File: config.mk
export PLATFORM = sky130hd
export DESIGN_NAME = fetch_unit_flat
export DESIGN_NICKNAME = d
export VERILOG_FILES = /design/src/rtl/fetch_pkg.sv /design/src/rtl/fetch_if.sv /design/src/rtl/fetch_fifo.sv /design/src/rtl/fetch_unit.sv /design/src/flat_wrapper.sv
export SDC_FILE = /design/constraint.sdc
export NUM_CORES = 1
export LEC_CHECK = 0
export ABC_AREA = 0
export CAP_MARGIN = 20
export CORE_MARGIN = 3
export CORE_UTILIZATION = 31
export CTS_BUF_LIST = sky130_fd_sc_hd__clkbuf_8 sky130_fd_sc_hd__clkbuf_16
export DETAILED_ROUTE_END_ITERATION = 10
export GPL_ROUTABILITY_DRIVEN = 0
export HOLD_SLACK_MARGIN = 0.15
export PLACE_DENSITY_LB_ADDON = 0.2
export SYNTH_ARGS = -nofsm -noshare
export SYNTH_HDL_FRONTEND = slang
export SYNTH_SLANG_ARGS = --single-unit
File: constraint.sdc
create_clock -name clk -period 10.41 [get_ports clk]
set_input_delay 2.082 -clock clk [delete_from_list [all_inputs] [get_ports clk]]
set_output_delay 2.082 -clock clk [all_outputs]
set_load 0.005 [all_outputs]
File: src/rtl/fetch_pkg.sv
// Shared fetch-stage types and constants, also used by decode and the LSU queue.
package fetch_pkg;

    localparam int INSN_W = 32;
    localparam int PC_W   = 32;

    // Canonical RV32I nop (addi x0,x0,0).
    localparam logic [INSN_W-1:0] NOP = 32'h0000_0013;

    typedef struct packed {
        logic [PC_W-1:0]   pc;
        logic [INSN_W-1:0] insn;
    } fetch_entry_t;

endpackage

File: src/rtl/fetch_if.sv
// Fetch-stage bus bundle: redirect input, imem request/response, decode handshake.
// fetch_misalign exists only when FETCH_MISALIGN_EN is defined.
interface fetch_if #(parameter int ADDR_W = 32);
    import fetch_pkg::*;

    logic              redirect_vld;
    logic [ADDR_W-1:0] redirect_pc;
    logic              imem_req_vld;
    logic              imem_req_rdy;
    logic [ADDR_W-1:0] imem_addr;
    logic              imem_rsp_vld;
    logic [INSN_W-1:0] imem_rsp_data;
    logic              insn_vld;
    logic              insn_rdy;
    logic [INSN_W-1:0] insn;
    logic [ADDR_W-1:0] insn_pc;
`ifdef FETCH_MISALIGN_EN
    logic              fetch_misalign;
`endif

    modport master (
`ifdef FETCH_MISALIGN_EN
        output fetch_misalign,
`endif
        input  redirect_vld, redirect_pc, imem_req_rdy, imem_rsp_vld, imem_rsp_data, insn_rdy,
        output imem_req_vld, imem_addr, insn_vld, insn, insn_pc
    );

    modport slave (
`ifdef FETCH_MISALIGN_EN
        input  fetch_misalign,
`endif
        output redirect_vld, redirect_pc, imem_req_rdy, imem_rsp_vld, imem_rsp_data, insn_rdy,
        input  imem_req_vld, imem_addr, insn_vld, insn, insn_pc
    );

endinterface

File: src/rtl/fetch_fifo.sv
// Synchronous FIFO with push/pop/flush and a registered head; generic over entry type.
module fetch_fifo #(
    parameter int  DEPTH   = 4,
    parameter type entry_t = logic [31:0]
) (
    input  logic                   clk,
    input  logic                   rst,
    input  logic                   push_i,
    input  entry_t                 din_i,
    input  logic                   pop_i,
    input  logic                   flush_i,
    output logic                   vld_o,
    output entry_t                 dout_o,
    output logic [$clog2(DEPTH):0] count_o
);

    localparam int PTR_W = $clog2(DEPTH);
    localparam int CNT_W = PTR_W + 1;

    entry_t             mem_q [DEPTH];
    entry_t             dout_q, dout_d;
    logic [PTR_W-1:0]   wr_q, rd_q, rd_d;
    logic [CNT_W-1:0]   cnt_q, cnt_d;
    logic               do_push, do_pop;

    assign do_pop  = pop_i && (cnt_q != '0);
    assign do_push = push_i && ((cnt_q != CNT_W'(DEPTH)) || do_pop);

    // Head register tracks the entry that will be at the front after this cycle;
    // it holds its value when the FIFO drains or is flushed.
    always_comb begin
        rd_d   = rd_q;
        cnt_d  = cnt_q;
        dout_d = dout_q;
        if (flush_i) begin
            cnt_d = '0;
        end else begin
            rd_d  = rd_q + PTR_W'(do_pop);
            cnt_d = cnt_q + CNT_W'(do_push) - CNT_W'(do_pop);
            if ((cnt_q - CNT_W'(do_pop)) != '0)
                dout_d = mem_q[rd_d];
            else if (do_push)
                dout_d = din_i;
        end
    end

    always_ff @(posedge clk or negedge rst) begin
        if (!rst) begin
            wr_q   <= '0;
            rd_q   <= '0;
            cnt_q  <= '0;
            dout_q <= '0;
        end else begin
            cnt_q  <= cnt_d;
            dout_q <= dout_d;
            if (flush_i) begin
                wr_q <= '0;
                rd_q <= '0;
            end else begin
                rd_q <= rd_d;
                wr_q <= wr_q + PTR_W'(do_push);
            end
        end
    end

    always_ff @(posedge clk) begin
        if (do_push && !flush_i)
            mem_q[wr_q] <= din_i;
    end

    assign vld_o   = (cnt_q != '0);
    assign dout_o  = dout_q;
    assign count_o = cnt_q;

endmodule

File: src/rtl/fetch_unit.sv
// Stall-tolerant RV32I fetch stage: PC, imem requests, prefetch FIFO, redirect flush.
// Define FETCH_MISALIGN_EN to flag and halt on misaligned redirect targets.
module fetch_unit
    import fetch_pkg::*;
#(
    parameter int                ADDR_W     = 32,
    parameter int                FIFO_DEPTH = 4,
    parameter int                MAX_OUT    = 4,
    parameter logic [ADDR_W-1:0] RESET_PC   = '0
) (
    input  logic    clk,
    input  logic    rst,
    fetch_if.master fe
);

    localparam int OUT_W = $clog2(MAX_OUT + 1);
    localparam int FC_W  = $clog2(FIFO_DEPTH) + 1;
    localparam int SUM_W = ((FC_W > OUT_W) ? FC_W : OUT_W) + 1;

    typedef struct packed {
        logic [ADDR_W-1:0] pc;
        logic [INSN_W-1:0] insn;
    } entry_t;

    logic [ADDR_W-1:0] fetch_pc_q, fetch_pc_d;
    logic [OUT_W-1:0]  live_q, live_d, stale_q, stale_d;
    logic              run_q;
    logic [FC_W-1:0]   fifo_cnt;
    logic [OUT_W:0]    inflight;
    logic [SUM_W-1:0]  credit;
    logic              halt, req_vld, accept, rsp_live, push, pop, fifo_vld;
    entry_t            push_e, head;

    assign inflight = {1'b0, live_q} + {1'b0, stale_q};
    assign credit   = SUM_W'(fifo_cnt) + SUM_W'(live_q);

    // FIFO slots are reserved at issue, so a live response always has room.
    assign req_vld  = run_q && !halt && !fe.redirect_vld
                   && (inflight < (OUT_W+1)'(MAX_OUT))
                   && (credit < SUM_W'(FIFO_DEPTH));
    assign accept   = req_vld && fe.imem_req_rdy;
    assign rsp_live = fe.imem_rsp_vld && (stale_q == '0);
    assign push     = rsp_live && !fe.redirect_vld;
    assign pop      = fifo_vld && fe.insn_rdy && !fe.redirect_vld;

    // Live requests are consecutive words, so the oldest one sits live_q words behind fetch_pc.
    assign push_e.pc   = fetch_pc_q - (ADDR_W'(live_q) << 2);
    assign push_e.insn = fe.imem_rsp_data;

    always_comb begin
        fetch_pc_d = fetch_pc_q;
        live_d     = live_q;
        stale_d    = stale_q;
        if (fe.redirect_vld) begin
            fetch_pc_d = fe.redirect_pc & ~ADDR_W'(3);
            live_d     = '0;
            stale_d    = stale_q + live_q - OUT_W'(fe.imem_rsp_vld);
        end else begin
            if (accept)
                fetch_pc_d = fetch_pc_q + ADDR_W'(4);
            live_d = live_q + OUT_W'(accept) - OUT_W'(rsp_live);
            if (fe.imem_rsp_vld && (stale_q != '0))
                stale_d = stale_q - OUT_W'(1);
        end
    end

    // run_q holds off the first request until one clock after reset release.
    always_ff @(posedge clk or negedge rst) begin
        if (!rst) begin
            fetch_pc_q <= RESET_PC;
            live_q     <= '0;
            stale_q    <= '0;
            run_q      <= 1'b0;
        end else begin
            fetch_pc_q <= fetch_pc_d;
            live_q     <= live_d;
            stale_q    <= stale_d;
            run_q      <= 1'b1;
        end
    end

`ifdef FETCH_MISALIGN_EN
    logic misalign_q;

    always_ff @(posedge clk or negedge rst) begin
        if (!rst)
            misalign_q <= 1'b0;
        else if (fe.redirect_vld)
            misalign_q <= |fe.redirect_pc[1:0];
    end

    assign fe.fetch_misalign = misalign_q;
    assign halt              = misalign_q;
`else
    assign halt = 1'b0;
`endif

    fetch_fifo #(.DEPTH(FIFO_DEPTH), .entry_t(entry_t)) u_fifo (
        .clk     (clk),
        .rst     (rst),
        .push_i  (push),
        .din_i   (push_e),
        .pop_i   (pop),
        .flush_i (fe.redirect_vld),
        .vld_o   (fifo_vld),
        .dout_o  (head),
        .count_o (fifo_cnt)
    );

    assign fe.imem_req_vld = req_vld;
    assign fe.imem_addr    = fetch_pc_q;
    assign fe.insn_vld     = fifo_vld;
    assign fe.insn         = head.insn;
    assign fe.insn_pc      = head.pc;

endmodule

File: src/flat_wrapper.sv
// flat-port wrapper written by rule: the top's interface ports become plain ports
module fetch_unit_flat import fetch_pkg::*;
#(
    parameter int                ADDR_W     = 32,
    parameter int                FIFO_DEPTH = 4,
    parameter int                MAX_OUT    = 4,
    parameter logic [ADDR_W-1:0] RESET_PC   = '0
)
  (clk, rst, fe_redirect_vld, fe_redirect_pc, fe_imem_req_rdy, fe_imem_rsp_vld, fe_imem_rsp_data, fe_insn_rdy, fe_imem_req_vld, fe_imem_addr, fe_insn_vld, fe_insn, fe_insn_pc);
  fetch_if #(.ADDR_W(ADDR_W)) fe_i ();
  input  logic clk;
  input  logic rst;
  input wire logic [$bits(fe_i.redirect_vld)-1:0] fe_redirect_vld;
  input wire logic [$bits(fe_i.redirect_pc)-1:0] fe_redirect_pc;
  input wire logic [$bits(fe_i.imem_req_rdy)-1:0] fe_imem_req_rdy;
  input wire logic [$bits(fe_i.imem_rsp_vld)-1:0] fe_imem_rsp_vld;
  input wire logic [$bits(fe_i.imem_rsp_data)-1:0] fe_imem_rsp_data;
  input wire logic [$bits(fe_i.insn_rdy)-1:0] fe_insn_rdy;
  output wire logic [$bits(fe_i.imem_req_vld)-1:0] fe_imem_req_vld;
  output wire logic [$bits(fe_i.imem_addr)-1:0] fe_imem_addr;
  output wire logic [$bits(fe_i.insn_vld)-1:0] fe_insn_vld;
  output wire logic [$bits(fe_i.insn)-1:0] fe_insn;
  output wire logic [$bits(fe_i.insn_pc)-1:0] fe_insn_pc;
  assign fe_i.redirect_vld = fe_redirect_vld;
  assign fe_i.redirect_pc = fe_redirect_pc;
  assign fe_i.imem_req_rdy = fe_imem_req_rdy;
  assign fe_i.imem_rsp_vld = fe_imem_rsp_vld;
  assign fe_i.imem_rsp_data = fe_imem_rsp_data;
  assign fe_i.insn_rdy = fe_insn_rdy;
  assign fe_imem_req_vld = fe_i.imem_req_vld;
  assign fe_imem_addr = fe_i.imem_addr;
  assign fe_insn_vld = fe_i.insn_vld;
  assign fe_insn = fe_i.insn;
  assign fe_insn_pc = fe_i.insn_pc;
  fetch_unit #(.ADDR_W(ADDR_W), .FIFO_DEPTH(FIFO_DEPTH), .MAX_OUT(MAX_OUT), .RESET_PC(RESET_PC)) u_core (.clk(clk), .rst(rst), .fe(fe_i));
endmodule
==> implementation parameters, run 1 <==
Parameter                              Value

Outcome
  Run status ... completed

Clock tree
  Quantity of hold-fixing buffers added after cts ... 0
  Number of post-CTS setup repair buffers ... 0
  Root Driver ... sky130_fd_sc_hd__clkbuf_16
  Number of buffers created by CTS ... 42
  Count of instances resized after the clock tree is built ... 0
  Worst-case clock buffer depth ... 3
  Clock tree from TritonCTS ... yes
  Number of H-tree levels ... 2
  Clock input transition at the sequential cells of the worst setup and hold paths ... 0.05 ns
  Clock sink count ... 354
  Clock latency on the worst-skew pair ... 0.55 ns

STA
  Part of the cycle the worst path needs ... 60.3%
  Final critical-path required period ... 6.28 ns
  PnR worst setup slack ... 4.13 ns
  RSZ-0062 raised after global routing ... false
  Achievable Freq ... 159 MHz
  Slew at the pin closest to its max-slew limit ... 1.05 ns
  Count of final max-slew check failures ... 0
  Setup Total Neg Slack ... 0 ns
  Final hold violation count ... 0
  Minimum hold slack ... 0.487 ns
  Worst max-slew margin expressed relative to the limit ... 29.9%
  Setup violations, final ... 0
  Worst Skew ... 0.0135 ns

Pwr
  Clock Power Share ... 29.2%
  Leakage ... 6.67 nW
  Switching fraction of total power ... 32.8%
  Max VDD drop ... 165 uV
  Power per cell area ... 260 nW/um2
  Sw power ... 1.61 mW
  Fraction of power consumed by sequential logic ... 37.7%
  Part of the total power dissipated in combinational logic ... 33.1%
  Internal power ... 3.31 mW

Cells and area
  Seq. cell area ... 10,100 um2
  Area added between synthesis and finish ... 24.3%
  Ratio of cells with drive above 1 in the final layout ... 13.0%
  Fill cell count ... 4,521
  Net count reported at finish ... 1,316
  Area taken by multi-input logic gates ... 4870 um2
  Final core utilization ... 39.4%
  Antenna diode count ... 0

Synth
  Compound-Gate Fraction of Synth Area ... 6.94%
  Cell taking the most area after synthesis ... sky130_fd_sc_hd__edfxtp_1
  Primary flip-flop cell chosen by synthesis mapping ... sky130_fd_sc_hd__edfxtp_1
  Post-Synth Simple-Gate Area ... 10.3%
  Total of warnings raised by yosys ... 0
  Mux cell area share after synthesis ... 9.12%
  Count of unique library cells instantiated by Yosys ... 61
  Post-synthesis area per instance ... 14.3 um2
  Synthesized instance count ... 1,067
  Synth Area in Adders ... 2.16%
  Most frequent cell after synthesis ... sky130_fd_sc_hd__edfxtp_1
  Dominant cells by area after synthesis ... sky130_fd_sc_hd__edfxtp_1 (49%), sky130_fd_sc_hd__dfrtp_1 (17%), sky130_fd_sc_hd__mux4_2 (8.7%), sky130_fd_sc_hd__nand2_1 (3.4%), sky130_fd_sc_hd__ha_1 (1.6%)
  Proportion of synthesized chip area in sequential cells ... 66.2%
  Async SR Flop Fraction ... 29.9%
  Top cells by instance count after synthesis ... sky130_fd_sc_hd__edfxtp_1 (248), sky130_fd_sc_hd__nand2_1 (137), sky130_fd_sc_hd__dfrtp_1 (106)
  Area share of the largest cell type after synthesis ... 48.8%
  Largest family of logic cells by synthesized area ... simple AND/OR/NAND/NOR gates
  FF+latch count, synth ... 354
  Netlist area before placement ... 15,300 um2
  Number of flops mapped to enable cells by yosys ... 248
  XOR/XNOR Fraction of Synth Area ... 2.81%

Setup path
  Maximum fanout along the worst path ... 75
  Type of origin of the critical path ... input pin
  Kind of capture point of the worst setup path ... output port
  Crit path arrival time ... 4.20 ns
  Worst reg2reg path startpoint ... u_core.u_fifo.count_o[1]
  Type of the worst setup path ... input pin to output port
  Critical path launch point ... fe_redirect_vld
  Endpoint required time on the critical path ... 8.33 ns

Routing
  Number of design rule violations left after detail routing ... 0
  Initial DRT Pass Iterations ... 4
  Vias/cell ... 4.92
  DRC marker count from the first detailed-route iteration ... 596
  DR vias ... 9,403
  Drt total wl ... 39.1 mm
  Antenna-violating nets left ... 0
  Average wire per standard cell ... 20.5 um

Min path
  Class of the tightest hold or removal check ... flop to flop
  Hold wc startpoint ... u_core.u_fifo.dout_o[42]

Placement
  Pre-CTS setup slack ... 4.04 ns
  Estimated wirelength of the detail-placed design ... 23.8 mm
  Number of buffers inserted by port buffering ... 161

Floorplanning
  Starting utilization of the core area ... 31.7%
  FP Rows ... 80
  Overall die area ... 51,900 um2
  Horizontal die dimension ... 228 um
  Overall die height ... 228 um
  Total I/O pin count ... 168
  Placeable core region ... 48,100 um2

Job
  Max-cap violations ... 0

Global route
  Maximum number of pins on one net before global-route repair ... 79
  Remaining Overflow, GRT ... 0
  Vias in the first global route ... 9,832
  Overall global routing resource usage ... 15.0%
  Global-route wire length before repair ... 60.8 mm
  Number of antenna violations at the first check in global routing ... 0
==> per-stage QoR <==
step / total power, mW / cells / area (um2)
floorplan: 2.85 / 1070 / 15300
global placement: 3.54 / 1834 / 17600
detailed placement: 3.56 / 1834 / 17600
CTS: 5.03 / 1911 / 19000
global route: 5.25 / 1911 / 19000
finish: 4.93 / 1911 / 19000
==> worst max-delay path: stages <==
cell and delay, ns:
sky130_fd_sc_hd__buf_2 0.10, sky130_fd_sc_hd__buf_4 0.33, sky130_fd_sc_hd__or4_1 0.74, sky130_fd_sc_hd__a211oi_1 0.33
sky130_fd_sc_hd__clkdlybuf4s50_1 0.57
==> flip-flops by register name (all words and copies together), names as in the netlist <==
signal,cells
u_core.u_fifo.mem_q,248
u_core.live_q,3
u_core.u_fifo.dout_o,62
u_core.fe.imem_addr,30
u_core.run_q,1
u_core.u_fifo.wr_q,2
u_core.stale_q,3
u_core.u_fifo.count_o,3
u_core.u_fifo.rd_q,2
==> cells in the final DEF, fill, tap and decap left out, types with 5 or more instances in the layout <==
| cell | n |
|---|---|
| sky130_fd_sc_hd__edfxtp_1 | 248 |
| sky130_fd_sc_hd__clkdlybuf4s50_1 | 159 |
| sky130_fd_sc_hd__nand2_1 | 137 |
| sky130_fd_sc_hd__dfrtp_1 | 106 |
| sky130_fd_sc_hd__nor2_1 | 63 |
| sky130_fd_sc_hd__mux4_2 | 59 |
| sky130_fd_sc_hd__clkbuf_16 | 43 |
| sky130_fd_sc_hd__a31oi_1 | 39 |
| sky130_fd_sc_hd__inv_1 | 36 |
| sky130_fd_sc_hd__nand3_1 | 29 |
| sky130_fd_sc_hd__o21ai_0 | 28 |
| sky130_fd_sc_hd__xnor2_1 | 24 |
| sky130_fd_sc_hd__xor2_1 | 24 |
| sky130_fd_sc_hd__ha_1 | 19 |
| sky130_fd_sc_hd__nand4_1 | 18 |
| sky130_fd_sc_hd__nor4_1 | 17 |
| sky130_fd_sc_hd__buf_4 | 17 |
| sky130_fd_sc_hd__a21o_1 | 16 |
| sky130_fd_sc_hd__a22o_1 | 13 |
| sky130_fd_sc_hd__nor3_1 | 12 |
| sky130_fd_sc_hd__a21oi_1 | 12 |
| sky130_fd_sc_hd__o211ai_1 | 10 |
| sky130_fd_sc_hd__nor2b_1 | 8 |
| sky130_fd_sc_hd__nand3b_1 | 6 |
| sky130_fd_sc_hd__clkinv_2 | 6 |
| sky130_fd_sc_hd__conb_1 | 5 |
==> cell type report <==
class | count | share of cell area [%]
clock inverters | 31 | 1.30
clock buffers | 46 | 5.89
inverters | 24 | 0.475
well taps | 656 | 4.33
flip-flops and latches | 354 | 53.3
multi-input cells | 623 | 25.7
repair buffers | 177 | 9.09
==> power by group through the flow <==
stage               Combinational (mW)  Clock, mW  Sequential, mW
finish                            1.63       1.44            1.86
global route                      1.82       1.54            1.88
detailed placement                1.67          0            1.89
floorplan                        0.996          0            1.85
CTS                               1.68       1.49            1.86
global placement                  1.66          0            1.88
==> path summary, 6_finish.rpt <==
kind,endpoint,slack [ns],cells past startpoint
worst max-delay path,fe_imem_req_vld,4.13,5
worst min-delay path,u_core.u_fifo.dout_o[42],0.49,2
worst max register to register,u_core.u_fifo.dout_o[37],6.62,7
worst min register to register,u_core.u_fifo.dout_o[42],0.49,2
max in group asynchronous,u_core.u_fifo.dout_o[18],7.43,2
min in group asynchronous,u_core.fe.imem_addr[3],1.59,1
==> per-layer routing <==
metal  routed length, um  global-route usage [%]
met1               17900                    20.6
met5                   0                       0
met3                1980                    3.23
met2               18500                    24.1
met4                 766                    4.40
==> cells by family after synthesis <==
group / Yosys count
other: 2
adder cells (fa/ha/maj): 24
flip-flops: 354
buffers and inverters: 93
AO/OA/AOI/OAI: 150
multiplexers: 65
XOR/XNOR: 49
AND/OR/NAND/NOR: 330
No activity file was read; power rests on OpenSTA's default activity.
==> run 2: changes to the inputs <==
==> constraint.sdc (replaced) <==
create_clock -name clk -period 5.8 [get_ports clk]
set_input_delay 1.16 -clock clk [delete_from_list [all_inputs] [get_ports clk]]
set_output_delay 1.16 -clock clk [all_outputs]
set_load 0.005 [all_outputs]
==> implementation parameters, run 2 (same netlist as run 1, synthesis figures left out) <==
Parameter                              Value

Global route
  Maximum number of pins on one net before global-route repair ... 69 (was 79)
  Remaining Overflow, GRT ... 0 (unchanged)
  Number of antenna violations at the first check in global routing ... 0 (unchanged)
  Vias in the first global route ... 9,923 (was 9,832)
  Global-route wire length before repair ... 61.5 mm (was 60.8 mm)
  Overall global routing resource usage ... 15.3% (was 15.0%)

Min path
  Class of the tightest hold or removal check ... flop to flop (unchanged)
  Hold wc startpoint ... u_core.u_fifo.dout_o[42] (unchanged)

Setup path
  Worst reg2reg path startpoint ... u_core.u_fifo.count_o[0] (was u_core.u_fifo.count_o[1])
  Endpoint required time on the critical path ... 4.64 ns (was 8.33 ns)
  Series of cell instances along the critical path ... buf_2 -> or4_1 -> a211oi_1 -> clkdlybuf4s50_1 (was buf_2 -> buf_4 -> or4_1 -> a211oi_1 -> clkdlybuf4s50_1)
  Number of buffers and inverters on the critical path ... 2 (was 3)
  CP peak stage delay ... 0.66 ns (was 0.74 ns)
  Crit path arrival time ... 2.87 ns (was 4.20 ns)
  Maximum fanout along the worst path ... 8 (was 75)
  Type of origin of the critical path ... input pin (unchanged)
  Kind of capture point of the worst setup path ... output port (unchanged)
  Setup slack of the worst register-to-register path ... 2.49 ns (was 6.62 ns)
  Type of the worst setup path ... input pin to output port (unchanged)
  Worst-path cell with the longest stage delay ... sky130_fd_sc_hd__or4_1 (unchanged)
  Critical path launch point ... fe_redirect_vld (unchanged)
  Category of cells accounting for the largest share of critical-path delay ... buffers and inverters (unchanged)

Cells and area
  Antenna diode count ... 0 (unchanged)
  Ratio of cells with drive above 1 in the final layout ... 13.2% (was 13.0%)
  Net count reported at finish ... 1,322 (was 1,316)
  Most frequent standard cell in the layout excluding fill and tap cells ... sky130_fd_sc_hd__edfxtp_1 (unchanged)
  Reg with most FFs ... u_core.u_fifo.mem_q (unchanged)
  Number of flip-flops under the largest register name ... 248 (unchanged)
  Highest-count cells in the layout ignoring fill and taps ... sky130_fd_sc_hd__edfxtp_1 (248), sky130_fd_sc_hd__clkdlybuf4s50_1 (159), sky130_fd_sc_hd__nand2_1 (137) (unchanged)
  Count of placed standard cells in the final layout, fillers left out ... 1,917 (was 1,911)
  Area added between synthesis and finish ... 25.2% (was 24.3%)

Floorplanning
  Horizontal die dimension ... 228 um (unchanged)
  FP Rows ... 80 (unchanged)
  Starting utilization of the core area ... 31.7% (unchanged)
  Placeable core region ... 48,100 um2 (unchanged)
  Overall die height ... 228 um (unchanged)
  Total I/O pin count ... 168 (unchanged)
  Overall die area ... 51,900 um2 (unchanged)

STA
  RSZ-0062 raised after global routing ... false (unchanged)
  Setup violations, final ... 0 (unchanged)
  Final hold violation count ... 0 (unchanged)
  Setup Total Neg Slack ... 0 ns (unchanged)
  Part of the cycle the worst path needs ... 69.4%
  Achievable Freq ... 248 MHz
  Count of final max-slew check failures ... 0 (unchanged)
  Final critical-path required period ... 4.03 ns
  Worst max-slew margin expressed relative to the limit ... 37.6% (was 29.9%)
  Worst Skew ... 0.0160 ns (was 0.0135 ns)
  Slew at the pin closest to its max-slew limit ... 0.928 ns (was 1.05 ns)

Clock tree
  Number of buffers created by CTS ... 42 (unchanged)
  Clock latency on the worst-skew pair ... 0.55 ns (about the same)
  Clock tree from TritonCTS ... yes (unchanged)
  Clock sink count ... 354 (unchanged)
  Count of instances resized after the clock tree is built ... 0 (unchanged)
  Root Driver ... sky130_fd_sc_hd__clkbuf_16 (unchanged)
  Quantity of hold-fixing buffers added after cts ... 0 (unchanged)
  Number of H-tree levels ... 2 (unchanged)
  Clock input transition at the sequential cells of the worst setup and hold paths ... 0.05 ns (about the same)
  Worst-case clock buffer depth ... 3 (unchanged)
  Number of post-CTS setup repair buffers ... 0 (unchanged)

Pwr
  Total design power ... 8.94 mW (was 4.93 mW)
  Power per cell area ... 468 nW/um2 (was 260 nW/um2)
  Max VDD drop ... 333 uV (was 165 uV)
  Leakage ... 6.73 nW (was 6.67 nW)

Routing
  Initial DRT Pass Iterations ... 5 (was 4)
  Number of design rule violations left after detail routing ... 0 (unchanged)
  DRC marker count from the first detailed-route iteration ... 607 (was 596)
  DR vias ... 9,446 (was 9,403)
  Vias/cell ... 4.93 (was 4.92)
  Average wire per standard cell ... 20.9 um (was 20.5 um)
  Drt total wl ... 40.0 mm (was 39.1 mm)
  Antenna-violating nets left ... 0 (unchanged)

Outcome
  Run status ... completed (unchanged)

Placement
  Estimated wirelength of the detail-placed design ... 25.4 mm (was 23.8 mm)
  Number of buffers inserted by port buffering ... 161 (unchanged)
  Total instance count after detailed placement ... 1,840 (was 1,834)

Job
  Max-cap violations ... 0 (unchanged)
-- run 2: changes by cell type in the layout (fill, tap and decap cells not counted), sizes merged --
cell / delta
clkbuf: +1
buf: +6
clkinvlp: -2
clkinv: +1
bufinv: +1
inv: -1
-- run 2: worst reg2reg max path: stages, from the launching register on --
cell	delay, ns
sky130_fd_sc_hd__dfrtp_1	0.45
sky130_fd_sc_hd__or3_1	0.45
sky130_fd_sc_hd__and3b_1	0.27
sky130_fd_sc_hd__ha_1	0.21
sky130_fd_sc_hd__xnor2_1	0.16
sky130_fd_sc_hd__and3_2	0.26
sky130_fd_sc_hd__o21ai_4	0.48
sky130_fd_sc_hd__buf_4	0.65
sky130_fd_sc_hd__nor2_1	0.10
sky130_fd_sc_hd__a31oi_1	0.19
-- run 2: worst paths after layout --
path                                       endpoint  cells past startpoint
min in group asynchronous    u_core.fe.imem_addr[3]                      1
min reg2reg                u_core.u_fifo.dout_o[42]                      2
max reg2reg                u_core.u_fifo.dout_o[39]                      9
max in group asynchronous   u_core.u_fifo.dout_o[5]                      2
max                                 fe_imem_req_vld                      4
min                        u_core.u_fifo.dout_o[42]                      2
-- run 2: power breakdown --
part           leakage, nW  switching (mW)  total (mW)  internal (mW)
Combinational         2.48            1.65        2.98           1.33
Clock                0.734            1.01        2.63           1.61
Sequential            3.51           0.250        3.33           3.08
-- run 2: area by class of cell --
cell class              count  area [um2]
flip-flops and latches    354       10100
inverters                  24        90.1
multi-input cells         623        4880
fillers                  4497       29000
well taps                 656         821
repair buffers            183        1830
clock buffers              47        1130
clock inverters            30         256
-- run 2: metal layers --
metal | track usage (%) | vias up | share of wire (%)
li1 | - | 4370 | -
met1 | 20.7 | 4772 | 45
met2 | 25.3 | 254 | 47
met3 | 3.84 | 50 | 5.5
met4 | 3.28 | 0 | 1.8
met5 | 0 | - | 0
-- run 2: metrics by stage --
stage          cell area, um2  worst slack [ns]  hold slack, ns  utilization, %
2_1_floorplan           15300             0.887           0.463               -
3_3_place_gp            17700              1.39           0.454            36.8
3_5_place_dp            17700              1.34           0.464            36.8
4_1_cts                 19100              1.69           0.476            39.7
5_1_grt                 19100              1.67           0.521            39.7
6_report                19100              1.77           0.472            39.7
